<file path="config.mk">
export PLATFORM = sky130hd
export DESIGN_NAME = bram_mem_ctrl
export DESIGN_NICKNAME = d
export VERILOG_FILES = /design/src/rtl/mem_ctrl_pkg.sv /design/src/rtl/bram_mem_ctrl_sync_2ff.sv /design/src/rtl/bram_mem_ctrl.sv
export SDC_FILE = /design/constraint.sdc
export NUM_CORES = 1
export LEC_CHECK = 0
export ABC_CLOCK_PERIOD_IN_PS = 2650
export BUFFER_PORTS_ARGS = -buffer_cell sky130_fd_sc_hd__buf_2
export CORE_UTILIZATION = 42
export DETAILED_ROUTE_END_ITERATION = 10
export GPL_TIMING_DRIVEN = 0
export PLACE_DENSITY_LB_ADDON = 0.15
export REMOVE_ABC_BUFFERS = 1
export SYNTH_ARGS = -nofsm -noshare
export SYNTH_HDL_FRONTEND = slang
export SYNTH_SLANG_ARGS = --single-unit
</file>
<file path="constraint.sdc">
create_clock -name clk -period 2.65 [get_ports clk]
set_input_delay 0.53 -clock clk [delete_from_list [all_inputs] [get_ports clk]]
set_output_delay 0.53 -clock clk [all_outputs]
set_load 0.02 [all_outputs]
</file>
<file path="src/rtl/mem_ctrl_pkg.sv">
// Shared decode constants and encodings for the BRAM load/store controller.
package mem_ctrl_pkg;

  localparam logic [15:0] LED_ADDR_DEF = 16'hFFF0;
  localparam logic [15:0] SW_ADDR_DEF  = 16'hFFF1;

  typedef enum logic {
    IDLE,
    RD_WAIT
  } state_t;

  typedef enum logic [1:0] {
    REG_BRAM,
    REG_LED,
    REG_SW,
    REG_ERR
  } region_t;

endpackage

</file>
<file path="src/rtl/bram_mem_ctrl_sync_2ff.sv">
// Two-flop synchroniser for a bus of quasi-static asynchronous inputs.
module sync_2ff #(
  parameter int WIDTH = 10
) (
  input  logic             clk,
  input  logic             reset,
  input  logic [WIDTH-1:0] d,
  output logic [WIDTH-1:0] q
);

  logic [WIDTH-1:0] meta_p0;

  always_ff @(posedge clk) begin
    if (reset) begin
      meta_p0 <= '0;
      q       <= '0;
    end else begin
      meta_p0 <= d;
      q       <= meta_p0;
    end
  end

endmodule

</file>
<file path="src/rtl/bram_mem_ctrl.sv">
// Load/store front end: decodes CPU requests into BRAM, LED/switch I/O or error,
// and turns each accepted request into a single-cycle response pulse.
module bram_mem_ctrl
  import mem_ctrl_pkg::*;
#(
  parameter int          DATA_WIDTH = 16,
  parameter int          ADDR_WIDTH = 10,
  parameter logic [15:0] LED_ADDR   = LED_ADDR_DEF,
  parameter logic [15:0] SW_ADDR    = SW_ADDR_DEF,
  parameter int          IO_WIDTH   = 10
) (
  input  logic                  clk,
  input  logic                  reset,
  input  logic                  req_valid,
  output logic                  req_ready,
  input  logic                  req_we,
  input  logic [15:0]           req_addr,
  input  logic [DATA_WIDTH-1:0] req_wdata,
  output logic                  rsp_valid,
  output logic [DATA_WIDTH-1:0] rsp_rdata,
  output logic                  rsp_err,
  output logic [ADDR_WIDTH-1:0] bram_addr,
  output logic [DATA_WIDTH-1:0] bram_data,
  output logic                  bram_we,
  input  logic [DATA_WIDTH-1:0] bram_q,
  input  logic [IO_WIDTH-1:0]   sw_in,
  output logic [IO_WIDTH-1:0]   led_out
);

  localparam int PAD_W = DATA_WIDTH - IO_WIDTH;

  state_t                state, state_next;
  region_t               region;
  logic                  accept;
  logic [ADDR_WIDTH-1:0] rd_addr_p0;
  logic [IO_WIDTH-1:0]   sw_sync;

  sync_2ff #(
    .WIDTH(IO_WIDTH)
  ) u_sw_sync (
    .clk  (clk),
    .reset(reset),
    .d    (sw_in),
    .q    (sw_sync)
  );

  always_comb begin
    region = REG_ERR;
    if (req_addr[15:ADDR_WIDTH] == '0) begin
      region = REG_BRAM;
    end else if (req_addr == LED_ADDR) begin
      region = REG_LED;
    end else if (req_addr == SW_ADDR) begin
      region = REG_SW;
    end
  end

  assign req_ready = (state == IDLE) && !reset;
  assign accept    = req_valid && req_ready;

  // In RD_WAIT the BRAM keeps seeing the load address so q_a stays coherent.
  assign bram_addr = (state == IDLE) ? req_addr[ADDR_WIDTH-1:0] : rd_addr_p0;
  assign bram_data = req_wdata;
  assign bram_we   = (state == IDLE) && req_valid && req_we && (region == REG_BRAM) && !reset;

  always_comb begin
    state_next = state;
    case (state)
      IDLE:    if (accept && !req_we && (region == REG_BRAM)) state_next = RD_WAIT;
      RD_WAIT: state_next = IDLE;
      default: state_next = IDLE;
    endcase
  end

  always_ff @(posedge clk) begin
    if (accept && !req_we && (region == REG_BRAM)) begin
      rd_addr_p0 <= req_addr[ADDR_WIDTH-1:0];
    end
  end

  always_ff @(posedge clk) begin
    if (reset) begin
      state     <= IDLE;
      rsp_valid <= 1'b0;
      rsp_rdata <= '0;
      rsp_err   <= 1'b0;
      led_out   <= '0;
    end else begin
      state     <= state_next;
      rsp_valid <= 1'b0;
      if (state == RD_WAIT) begin
        rsp_valid <= 1'b1;
        rsp_rdata <= bram_q;
        rsp_err   <= 1'b0;
      end else if (accept) begin
        case (region)
          REG_BRAM: begin
            if (req_we) begin
              rsp_valid <= 1'b1;
              rsp_rdata <= '0;
              rsp_err   <= 1'b0;
            end
          end
          REG_LED: begin
            rsp_valid <= 1'b1;
            rsp_err   <= 1'b0;
            if (req_we) begin
              led_out   <= req_wdata[IO_WIDTH-1:0];
              rsp_rdata <= '0;
            end else begin
              rsp_rdata <= {{PAD_W{1'b0}}, led_out};
            end
          end
          REG_SW: begin
            rsp_valid <= 1'b1;
            rsp_err   <= 1'b0;
            rsp_rdata <= req_we ? '0 : {{PAD_W{1'b0}}, sw_sync};
          end
          default: begin
            rsp_valid <= 1'b1;
            rsp_err   <= 1'b1;
            rsp_rdata <= '0;
          end
        endcase
      end
    end
  end

endmodule
</file>
# Yosys cells after proc, flatten, opt, wreduce, memory -nomap -nowiden
# Index checks and enable logic that the tools add are counted.
[totals]
regBits = 59
inputBits = 62
output_inout_bits = 56
elab_cells = 51
[op_classes]
eq_ne = 6
mux = 18
bitwise_logic = 1
reduce_logical = 18
[ops]
columns = ["op", "n"]
rows = [
  ["$mux W16", 3],
  ["$pmux W16 S3", 1],
  ["$eq A16 B16 Y1 const B", 2],
  ["$mux W10", 3],
  ["$logic_and A1 B1 Y1", 8],
  ["$mux W1", 7],
  ["$logic_not A6 Y1", 1],
  ["$mux W2", 2],
  ["$pmux W1 S2", 2],
  ["$reduce_and A2 Y1", 2],
  ["$reduce_and A4 Y1", 1],
  ["$reduce_or A2 Y1", 2],
  ["$ne A3 B3 Y1 const B", 1],
  ["$eq A2 B1 Y1 const B", 1],
  ["$eq A2 B2 Y1 const B", 1],
  ["$logic_not A1 Y1", 2],
  ["$logic_not A2 Y1", 1],
  ["$ne A2 B2 Y1 const B", 1],
  ["$reduce_bool A2 Y1", 1],
  ["$not A1 Y1", 1],
]

# Logic depth before layout (Yosys ltp)
# Gate-level depths: netlist of run 1.
[depth]
depth_word = 8
ltp_mapped = 9
mapped_depth_nobuf = 7

# Modules after synthesis
# From an unflattened synthesis of run 1, not the netlist that was laid out.
[unflattened]
hier_cells = 249
area_unflattened_um2 = 2640.0
[modules_own_cells]
columns = ["mod", "n_inst", "cells_each", "area_each_um2", "seq_area_each_um2"]
rows = [
  ["bram_mem_ctrl", 1, 207, 2021.9, 880.8],
  ["sync_2ff", 1, 42, 618.1, 400.4],
]

# Least setup slack after synthesis of run 1
# No wires, ideal clock.
[synth_timing]
path_type = "in2reg"
from = "in req_addr[1]"
to = "reg rd_addr_p0[0] (enable)"
setup_ns = 0.343
t_arrival_ns = 2.236
t_required_ns = 2.307
path_slack_ns = 0.071
path_stages = 7
path_buffers = 1
path_cell_list = "nand4b_1 > or4_4 > o21ai_1 > ha_1 > nor2b_1 > buf_2 > and3_1"
[synth_via]
elab_chain_cells = 6
elab_cells_between_ends = 7
classes_between = "eq/ne (2); mux (3); reduce/logical (2)"
[synth_rtl]
columns = ["item", "line_no", "rtl"]
rows = [
  ["from (decl)", "bram_mem_ctrl.sv:17", "input logic [15:0] req_addr,"],
  ["$eq A16 B16 Y1", "bram_mem_ctrl.sv:53", "end else if (req_addr == SW_ADDR) begin"],
  ["$mux W1", "bram_mem_ctrl.sv:53", ""],
  ["$mux W2 (*)", "bram_mem_ctrl.sv:51", "end else if (req_addr == LED_ADDR) begin"],
  ["$mux W2 (*)", "bram_mem_ctrl.sv:49", "if (req_addr[15:ADDR_WIDTH] == '0) begin"],
  ["$logic_not A2 Y1 (*)", "bram_mem_ctrl.sv:76", "if (accept && !req_we && (region == REG_BRAM)) begin"],
  ["$logic_and A1 B1 Y1 (*)", "bram_mem_ctrl.sv:76", ""],
  ["to (signal assigned)", "bram_mem_ctrl.sv:77", "rd_addr_p0 <= req_addr[ADDR_WIDTH-1:0];"],
  ["to (decl)", "bram_mem_ctrl.sv:35", "logic [ADDR_WIDTH-1:0] rd_addr_p0;"],
]
# Every way passes the cells marked *; elsewhere a longest branch is shown, timed or not.
# A chain may end at the register's enable or synchronous reset.

# Worst setup path in the final report of run 1
[layout_timing]
from = "in req_addr[3]"
to = "out bram_we"
[layout_via]
elab_chain_cells = 7
elab_cells_between_ends = 8
classes_between = "eq/ne (2); mux (3); reduce/logical (3)"
[layout_rtl]
columns = ["item", "line_no", "rtl"]
rows = [
  ["$eq A16 B16 Y1", "bram_mem_ctrl.sv:53", ""],
  ["$mux W1", "bram_mem_ctrl.sv:53", ""],
  ["$mux W2 (*)", "bram_mem_ctrl.sv:51", ""],
  ["$mux W2 (*)", "bram_mem_ctrl.sv:49", ""],
  ["$logic_not A2 Y1 (*)", "bram_mem_ctrl.sv:64", "assign bram_we = (state == IDLE) && req_valid && req_we && (region == REG_BRAM) && !reset;"],
  ["$logic_and A1 B1 Y1 (*) (2 in a row)", "bram_mem_ctrl.sv:64", ""],
  ["to (decl)", "bram_mem_ctrl.sv:24", "output logic bram_we,"],
]
# Marks and branches as above.

==> results of run 1 <==
[path summary, 6_finish.rpt]
kind	startpoint	endpoint	cells past startpoint
worst max-delay path	req_addr[3]	bram_we	7
worst min-delay path	req_addr[3]	rd_addr_p0[3]	1
worst max register to register	state	rsp_rdata[3]	3
worst min register to register	u_sw_sync.meta_p0[2]	u_sw_sync.q[2]	1
[routing by layer]
layer	vias to the layer above	global-route usage, %	wire length [um]	share of wire [%]
met4	0	12.7	157	2.6
li1	1061	-	-	-
met3	17	5.14	393	6.5
met2	86	29.3	2740	45
met5	-	0	0	0
met1	968	23.8	2740	45
[logic make-up (layout without fill, tap and decap cells)]
family / Yosys count / after routing / synth area share [%]
AND/OR/NAND/NOR: 58 / 58 / 14.2
adder cells (fa/ha/maj): 4 / 4 / 1.96
AO/OA/AOI/OAI: 80 / 80 / 21.0
multiplexers: 9 / 9 / 3.97
flip-flops: 59 / 59 / 50.2
buffers and inverters: 39 / 125 / 8.77
[flip-flops by register name, indices dropped and copies added (netlist names)]
name and flops:
state 1, led_out 10, u_sw_sync.q 10, rsp_valid 1, rd_addr_p0 10, rsp_err 1, rsp_rdata 16, u_sw_sync.meta_p0 10
[worst max-delay path, stage by stage]
cell and delay, ps:
buf_6 90, nand4b_1 160, or4_4 600, o21ai_4 190
ha_2 200, and4_1 190, buf_6 120
[area by class of cell]
class	count	area [um^2]	area share [%]
repair buffers	106	546	16.9
clock inverters	7	76.3	2.37
clock buffers	9	124	3.84
inverters	3	11.3	0.350
flip-flops and latches	59	1280	39.8
multi-input cells	151	1090	33.8
well taps	75	93.8	2.91
[layout by cell type (no fill, tap or decap), types with 6 or more instances in the layout]
master	n
a21oi_1	16
nor2b_1	22
a211oi_1	20
a22o_1	10
clkbuf_8	9
nand2_1	8
dfxtp_1	48
nand3_1	12
buf_2	103
mux2_2	9
a22oi_1	10
o21ai_0	11
o211ai_1	6
edfxtp_1	10
[repair_timing]
item | CTS | global route
endpoints found under the setup margin | 32 | 19
setup buffers | 0 | 1
pin swaps | 1 | 2
resized for setup | 6 | 7
[per-stage QoR]
step	power, mW	utilization [%]	area (um^2)	hold slack [ps]	TNS (ps)
detailed placement	1.14	50.3	2960	423	-18360
finish	1.94	54.7	3220	364	0
floorplan	1.03	-	2340	414	-801
CTS	1.96	54.1	3180	373	0
global route	2.02	54.7	3220	354	-25.5
global placement	1.14	50.3	2960	416	-17070
[Yosys cell counts, drive strengths merged]
cell type / instances
nand3: 12
or4: 1
dfxtp: 49
and4: 1
a22o: 10
a22oi: 10
nor2: 2
nand4bb: 1
nor2b: 23
o21a: 2
o21ai: 15
and3: 2
nand2: 8
a211oi: 20
a21oi: 16
edfxtp: 10
and4bb: 1
buf: 30
o211ai: 6
nand2b: 2
mux2: 9
ha: 4
a21boi: 1
inv: 3
clkbuf: 6
nand4b: 3
nor3b: 1
nor4: 1
[power by group through the flow]
stage / combinational [mW] / clock [mW] / sequential, mW
3_5_place_dp: 0.177 / 0 / 0.963
4_1_cts: 0.179 / 0.839 / 0.942
5_1_grt: 0.196 / 0.878 / 0.945
2_1_floorplan: 0.0570 / 0 / 0.975
6_report: 0.179 / 0.816 / 0.942
3_3_place_gp: 0.176 / 0 / 0.962
==> summary.md, run 1 <==
| Metric | Value |
|---|---|
| Die Span Y | 80.0 um |
| Sw Ratio | 25.2% |
| Hold-fix buffers, CTS | 0 |
| Synthesized flop and latch total | 59 |
| Largest net degree at the start of global routing | 53 |
| Yosys cell types | 32 |
| GRT Total Usage | 19.3% |
| Clock share of power | 42.1% |
| Leakage | 1.33 nW |
| Clk Latency, worst-skew pair | 340 ps |
| Cell Area, Synth | 2550 um^2 |
| Drt pass-1 iters | 4 |
| Max-Cap Viols | 0 |
| Via density | 5.20 |
| Clock sink total | 59 |
| Place WS | -647 ps |
| Post-Layout Cell Count | 410 |
| Yosys top cell area share | 38.4% |
| Routed WL | 6.02 mm |
| Cell row count | 28 |
| Unrepaired setup endpoints after global routing | yes |
| Gr ovfl total | 0 |
| Clk slew on worst S/H paths | 70 ps |
| CTS tree | yes |
| Vias post-DR | 2,132 |
| Ys Warns | 0 |
| CP max FO | 4 |
| VDD IR-drop max | 311 uV |
| Sequential power share | 48.6% |
| Actual slew at the worst max-slew pin | 917 ps |
| Max-slew violations | 0 |
| Gpl congestion | 0.737 |
| Critical Setup Path Class | in -> out |
| DR WL/cell | 14.7 um |
| Post-Syn Instances | 249 |
| Setup Viol. Count Final | 0 |
| HPWL Detailed | 3.96 mm |
| Placeable Area | 5890 um^2 |
| Top post-synthesis cells by area | dfxtp_1 38%, edfxtp_1 12%, a211oi_1 5.9%, nor2b_1 5.6%, buf_4 5.0% |
| Fillers | 582 |
| Iteration-0 DRC Markers | 139 |
| CP endpoint kind | output port |
| CP required | 2120 ps |
| Int Power | 1.45 mW |
| Num CTS Buffers | 9 |
| Width of the die | 80.0 um |
| Startpoint type of the worst setup path | input port |
| First-pass GRT wire length | 9.07 mm |
| Buffers on Ports | 105 |
| Clk buf depth | 2 |
| Die area | 6400 um^2 |
| Layout cell share with drive strength beyond 1 | 42.4% |
| Slew HR | 38.9% |
| Worst setup margin | 22.0 ps |
| Pwr Density | 602 nW/um^2 |
| Part of the power in combinational logic | 9.2% |
| Arr. time, crit path | 2100 ps |
| Final period util | 99.2% |
| Tmin final | 2630 ps |
| DRC violations left | 0 |
| Avg Cell Area, Syn | 10.3 um^2 |
| Sequential area share after synthesis | 50.2% |
| Nets | 396 |
| Outcome | completed |
| Max Freq | 381 MHz |
| H-tree depth | 3 |
| Top Ports | 118 |
| Ant. Diodes | 0 |
| Routed Antenna Nets | 0 |
| Hold/Removal Path Class | in -> reg |
| Hold Vio Cnt, Final | 0 |
| Root buffer cell | clkbuf_8 |
| Switching Power | 0.487 mW |
| Vias in the first global route | 1,929 |
| Initial antenna violation count | 0 |
| Synthesis-to-finish area growth | 26.2% |
| Synth area leader | dfxtp_1 |
| FF-to-FF setup slack | 820 ps |
| Clock Skews | 7.24 ps |
| Starting density of the core | 43.4% |
| Placed cell count | 393 |
Power figures use the tool's default switching activity.
==> inputs of run 2 (changes only) <==
--- a/config.mk
+++ b/config.mk
@@ -9,7 +9,6 @@
 export BUFFER_PORTS_ARGS = -buffer_cell sky130_fd_sc_hd__buf_2
 export CORE_UTILIZATION = 42
 export DETAILED_ROUTE_END_ITERATION = 10
-export GPL_TIMING_DRIVEN = 0
 export PLACE_DENSITY_LB_ADDON = 0.15
 export REMOVE_ABC_BUFFERS = 1
 export SYNTH_ARGS = -nofsm -noshare
==> run 2 against run 1 <==
  * Cell count increased by 2.9%
  * Global-route usage decreased by 0.11 points
  * Clock skew increased by 1.9 ps
  * Flip-flop and latch count unchanged
  * Sequential power about the same
  * Clock power decreased by 15%
  * Clock-buffer cell count increased by 1
  * Combinational power increased by 4%
  * Critical endpoint unchanged
  * Largest cell class unchanged
==> summary.md, run 2 (synthesis gave the netlist of run 1 again) <==
| Metric | Value |
|---|---|
| Outcome | completed |
| Place WS | -9.77 ps |
| Hold Vio Cnt, Final | 0 |
| Max-Cap Viols | 0 |
| Min-Delay Path Depth | 1 |
| Worst min-delay path startpoint | req_addr[9] |
| Critical Setup Path Class | in -> out |
| Max FFs per register | 16 |
| CP endpoint kind | output port |
| Vias post-DR | 2,179 |
| Vias in the first global route | 1,832 |
| GRT Total Usage | 19.2% |
| Initial antenna violation count | 0 |
| Startpoint type of the worst setup path | input port |
| CP max FO | 4 |
| Clk slew on worst S/H paths | 70 ps |
| Routing usage on met1 | 26.1% |
| Clk Latency, worst-skew pair | 330 ps |
| R2r endpoint | rsp_rdata[3] |
| Buffers on Ports | 105 |
| Met2 usage | 28.4% |
| Reg-to-Reg Start | state |
| Clk buf depth | 2 |
| Setup TNS | 0 ps |
| Reg2reg path depth | 5 |
| Worst setup margin | 46.3 ps |
| Nets | 408 |
| Drt pass-1 iters | 4 |
| Top Ports | 118 |
| Largest reg by FF count | rsp_rdata |
| Routed WL | 6.16 mm |
| Min Hold Slack | 400 ps |
| Hold/Removal Path Class | in -> reg |
| Total power | 1.83 mW |
| Area of the multi-input gates | 1080 um^2 |
| Actual slew at the worst max-slew pin | 674 ps |
| Pwr Density | 553 nW/um^2 |
| Leading cell type in the layout, fill and taps excluded | buf_2 |
| Die area | 6400 um^2 |
| First-pass GRT wire length | 9.18 mm |
| FF-to-FF setup slack | 860 ps |
| Hold endpoint | rd_addr_p0[9] |
| HPWL Detailed | 4.28 mm |
| Via density | 5.16 |
| Gr ovfl total | 0 |
| Grt met3 use | 6.29% |
| Placeable Area | 5890 um^2 |
| Max Freq | 384 MHz |
| Setup Viol. Count Final | 0 |
| Largest net degree at the start of global routing | 31 |
| Leakage | 1.38 nW |
| DR WL/cell | 14.6 um |
| Final period util | 98.3% |
| Cell row count | 28 |
| Starting density of the core | 43.4% |
| CP required | 2120 ps |
| Arr. time, crit path | 2070 ps |
| Layout cell share with drive strength beyond 1 | 42.4% |
| VDD IR-drop max | 290 uV |
| Ant. Diodes | 0 |
| Width of the die | 80.0 um |
| Max-slew violations | 0 |
| Fillers | 548 |
| Busiest layer in global routing | met2 |
| Routed Antenna Nets | 0 |
| Hold-fix buffers, CTS | 0 |
| Clock Skews | 9.16 ps |
| Num CTS Buffers | 9 |
| Most frequent cells in the layout | 104 x buf_2, 49 x dfxtp_1, 23 x nor2b_1, 20 x a211oi_1, 16 x a21oi_1 |
| CTS tree | yes |
| Iteration-0 DRC Markers | 169 |
| H-tree depth | 3 |
| DRC violations left | 0 |
| Die Span Y | 80.0 um |
| Unrepaired setup endpoints after global routing | no |
| Tmin final | 2600 ps |
| Clock sink total | 59 |
| Synthesis-to-finish area growth | 29.3% |
| Gpl congestion | 0.777 |
| Storage element area | 1280 um^2 |
| Slew HR | 54.9% |
| Root buffer cell | clkbuf_8 |
run 2: worst max-delay path by stage:
stage / slack [ps] / to / startpoint / depth (start not counted)
after global placement: -3 / bram_we / req_addr[1] / 7
after detailed placement: -10 / bram_we / req_addr[1] / 7
final: 50 / bram_we / req_addr[3] / 7
after global routing: 20 / bram_we / req_addr[3] / 7
after CTS: 20 / bram_we / req_addr[1] / 7
after floorplan: -80 / rd_addr_p0[0] / req_addr[1] / 6
run 2: routing by layer:
metal  up-vias  wire length (um)
met5         -                 0
met4         0                44
met3         3               436
met2        92              2810
met1       997              2870
li1       1087                 -
run 2: final cells by class:
class	count	area share, %
repair buffers	118	20.1
clock inverters	6	1.25
clock buffers	10	3.87
inverters	3	0.341
well taps	75	2.84
multi-input cells	151	32.8
flip-flops and latches	59	38.8
run 2: through the flow:
step,area (um^2),utilization (%),cells
detailed placement,3100,52.6,406
finish,3300,56.1,422
global placement,3100,52.6,406
floorplan,2340,-,213
global route,3300,56.1,422
CTS,3270,55.6,422
run 2: power by group:
group          internal [mW]  switching [mW]
logic                 0.0804           0.106
registers              0.935         0.00798
clock network          0.339           0.358
total                   1.35           0.473
run 2: critical path: stages:
cell and delay [ps]:
buf_2 100, nand4b_1 180, or4_4 590, o21ai_4 190, ha_4 160, and4_1 180
buf_4 140
run 2: timing repair:
item / CTS / global route
setup endpoints to repair: 1 / 1
cloned: 0 / 0
pin swaps: 0 / 2
endpoints found under the hold margin: 0 / 0
gates resized for setup: 2 / 5
buffers inserted: 0 / 0
==> inputs of run 3 (changes only) <==
--- a/config.mk
+++ b/config.mk
@@ -5,9 +5,10 @@
 export SDC_FILE = /design/constraint.sdc
 export NUM_CORES = 1
 export LEC_CHECK = 0
-export ABC_CLOCK_PERIOD_IN_PS = 2650
+export ABC_CLOCK_PERIOD_IN_PS = 3000
 export BUFFER_PORTS_ARGS = -buffer_cell sky130_fd_sc_hd__buf_2
-export CORE_UTILIZATION = 42
+export CORE_ASPECT_RATIO = 1.1
+export CORE_UTILIZATION = 50
 export DETAILED_ROUTE_END_ITERATION = 10
 export PLACE_DENSITY_LB_ADDON = 0.15
 export REMOVE_ABC_BUFFERS = 1
==> constraint.sdc (replaced) <==
create_clock -name clk -period 3 [get_ports clk]
set_input_delay 0.6 -clock clk [delete_from_list [all_inputs] [get_ports clk]]
set_output_delay 0.6 -clock clk [all_outputs]
set_load 0.02 [all_outputs]
==> run 3 against run 2 <==
  * Non-clock buffer count shrank 6
  * Clock power up 10%
  * Sequential power decreased by 12%
  * Final area decreased by 2.8%
  * Die area decreased by 16%
  * Flip-flop and latch count did not move
  * Power shrank 3.5%
  * Clock-buffer cell count rose by 1
  * Largest cell class unchanged
==> summary.md, run 3 (synthesis gave the netlist of run 1 again) <==
| Metric | Value |
|---|---|
| Outcome | completed |
| Most frequent cells in the layout | 105 x buf_2, 49 x dfxtp_1, 23 x nor2b_1, 20 x a211oi_1, 16 x a21oi_1 |
| CP max FO | 4 |
| DR WL/cell | 14.3 um |
| Clk Latency, worst-skew pair | 330 ps |
| Gpl congestion | 0.770 |
| Via density | 5.39 |
| Root buffer cell | clkbuf_8 |
| Hold Vio Cnt, Final | 0 |
| Leading cell type in the layout, fill and taps excluded | buf_2 |
| Arr. time, crit path | 2250 ps |
| H-tree depth | 3 |
| Tmin final | 2850 ps |
| CP required | 2400 ps |
| Nets | 402 |
| Routed Antenna Nets | 0 |
| Max Freq | 351 MHz |
| Critical Path Source | req_addr[1] |
| Placeable Area | 4780 um^2 |
| Cell row count | 26 |
| Busiest layer in global routing | met2 |
| First-pass GRT wire length | 9.49 mm |
| CTS resizes | 0 |
| Starting density of the core | 53.4% |
| Unrepaired setup endpoints after global routing | no |
| Met2 usage | 35.6% |
| Area of the multi-input gates | 1050 um^2 |
| Synthesis-to-finish area growth | 25.7% |
| HPWL Detailed | 4.11 mm |
| Storage element area | 1280 um^2 |
| Iteration-0 DRC Markers | 161 |
| Initial antenna violation count | 0 |
| Reg-to-Reg Start | state |
| Pwr Density | 549 nW/um^2 |
| Layout cell share with drive strength beyond 1 | 40.8% |
| Leakage | 1.36 nW |
| Clk buf depth | 2 |
| Gr ovfl total | 0 |
| Clk slew on worst S/H paths | 70 ps |
| Fillers | 385 |
| Setup TNS | 0 ps |
| Startpoint type of the worst setup path | input port |
| Hold-fix buffers, CTS | 0 |
| CP endpoint kind | output port |
| Max FFs per register | 16 |
| Vias in the first global route | 2,043 |
| Largest reg by FF count | rsp_rdata |
| Reg2reg path depth | 4 |
| Min Hold Slack | 436 ps |
| Ant. Diodes | 0 |
| Num CTS Buffers | 9 |
| Utilization after layout | 67.1% |
| Die Span Y | 77.0 um |
| Max-slew violations | 0 |
| Max-Cap Viols | 0 |
| Critical path endpoint | bram_we |
| Routing usage on met1 | 27.9% |
| Placed cell count | 381 |
| GRT Total Usage | 22.0% |
| R2r endpoint | rsp_rdata[4] |
| Setup Viol. Count Final | 0 |
| VDD IR-drop max | 427 uV |
| Grt met3 use | 6.96% |
| Final period util | 95.0% |
| Buffers on Ports | 105 |
| DRC violations left | 0 |
| Clock sink total | 59 |
| Slew HR | 46.8% |
| Routed WL | 5.68 mm |
| Postcts setup bufs | 0 |
| FF-to-FF setup slack | 980 ps |
| Actual slew at the worst max-slew pin | 792 ps |
| Critical Setup Path Class | in -> out |
| CTS tree | yes |
| Total power | 1.76 mW |
| Clock Skews | 7.39 ps |
| Hold/Removal Path Class | reg -> reg |
| Post-Layout Cell Count | 397 |
| Largest net degree at the start of global routing | 31 |
| Die area | 5400 um^2 |
| Vias post-DR | 2,140 |
| Drt pass-1 iters | 4 |
| Top Ports | 118 |
| Width of the die | 70.1 um |
-- run 3: final cells by class --
class	instances	share of cell area (%)
Sequential cell	59	39.9
Tap cell	56	2.18
Timing Repair Buffer	112	18.0
Multi-Input combinational cell	151	32.7
Clock inverter	5	1.79
Inverter	3	0.351
Clock buffer	11	5.07
-- run 3: per-stage QoR --
step,worst slack [ps],area [um^2]
6_report,149,3210
5_1_grt,54.7,3210
4_1_cts,129,3210
3_5_place_dp,124,2990
3_3_place_gp,216,2990
2_1_floorplan,200,2340
-- run 3: power breakdown --
group          switching (mW)  internal, mW  total, mW
clock network           0.314         0.457      0.770
registers             0.00706         0.826      0.833
logic                  0.0908        0.0683      0.159
-- run 3: worst min path at each step --
stage	cells after the start	end	slack [ps]	startpoint
2_1_floorplan	1	u_sw_sync.q[0]	410	u_sw_sync.meta_p0[0]
3_3_place_gp	1	u_sw_sync.q[1]	420	u_sw_sync.meta_p0[1]
3_5_place_dp	1	u_sw_sync.q[4]	420	u_sw_sync.meta_p0[4]
4_1_cts	1	u_sw_sync.q[4]	440	u_sw_sync.meta_p0[4]
5_1_grt	1	u_sw_sync.q[4]	450	u_sw_sync.meta_p0[4]
6_report	1	u_sw_sync.q[4]	440	u_sw_sync.meta_p0[4]
-- run 3: critical path, stage by stage --
cell      delay, ps
buf_2           110
nand4b_1        180
or4_4           570
o21ai_1         230
ha_1            230
and4_1          170
buf_2           150
-- run 3: metal layers --
layer / share of wire (%) / wire length (um)
met1: 44 / 2520
met2: 47 / 2680
met3: 7.0 / 400
met4: 1.4 / 81
met5: 0 / 0
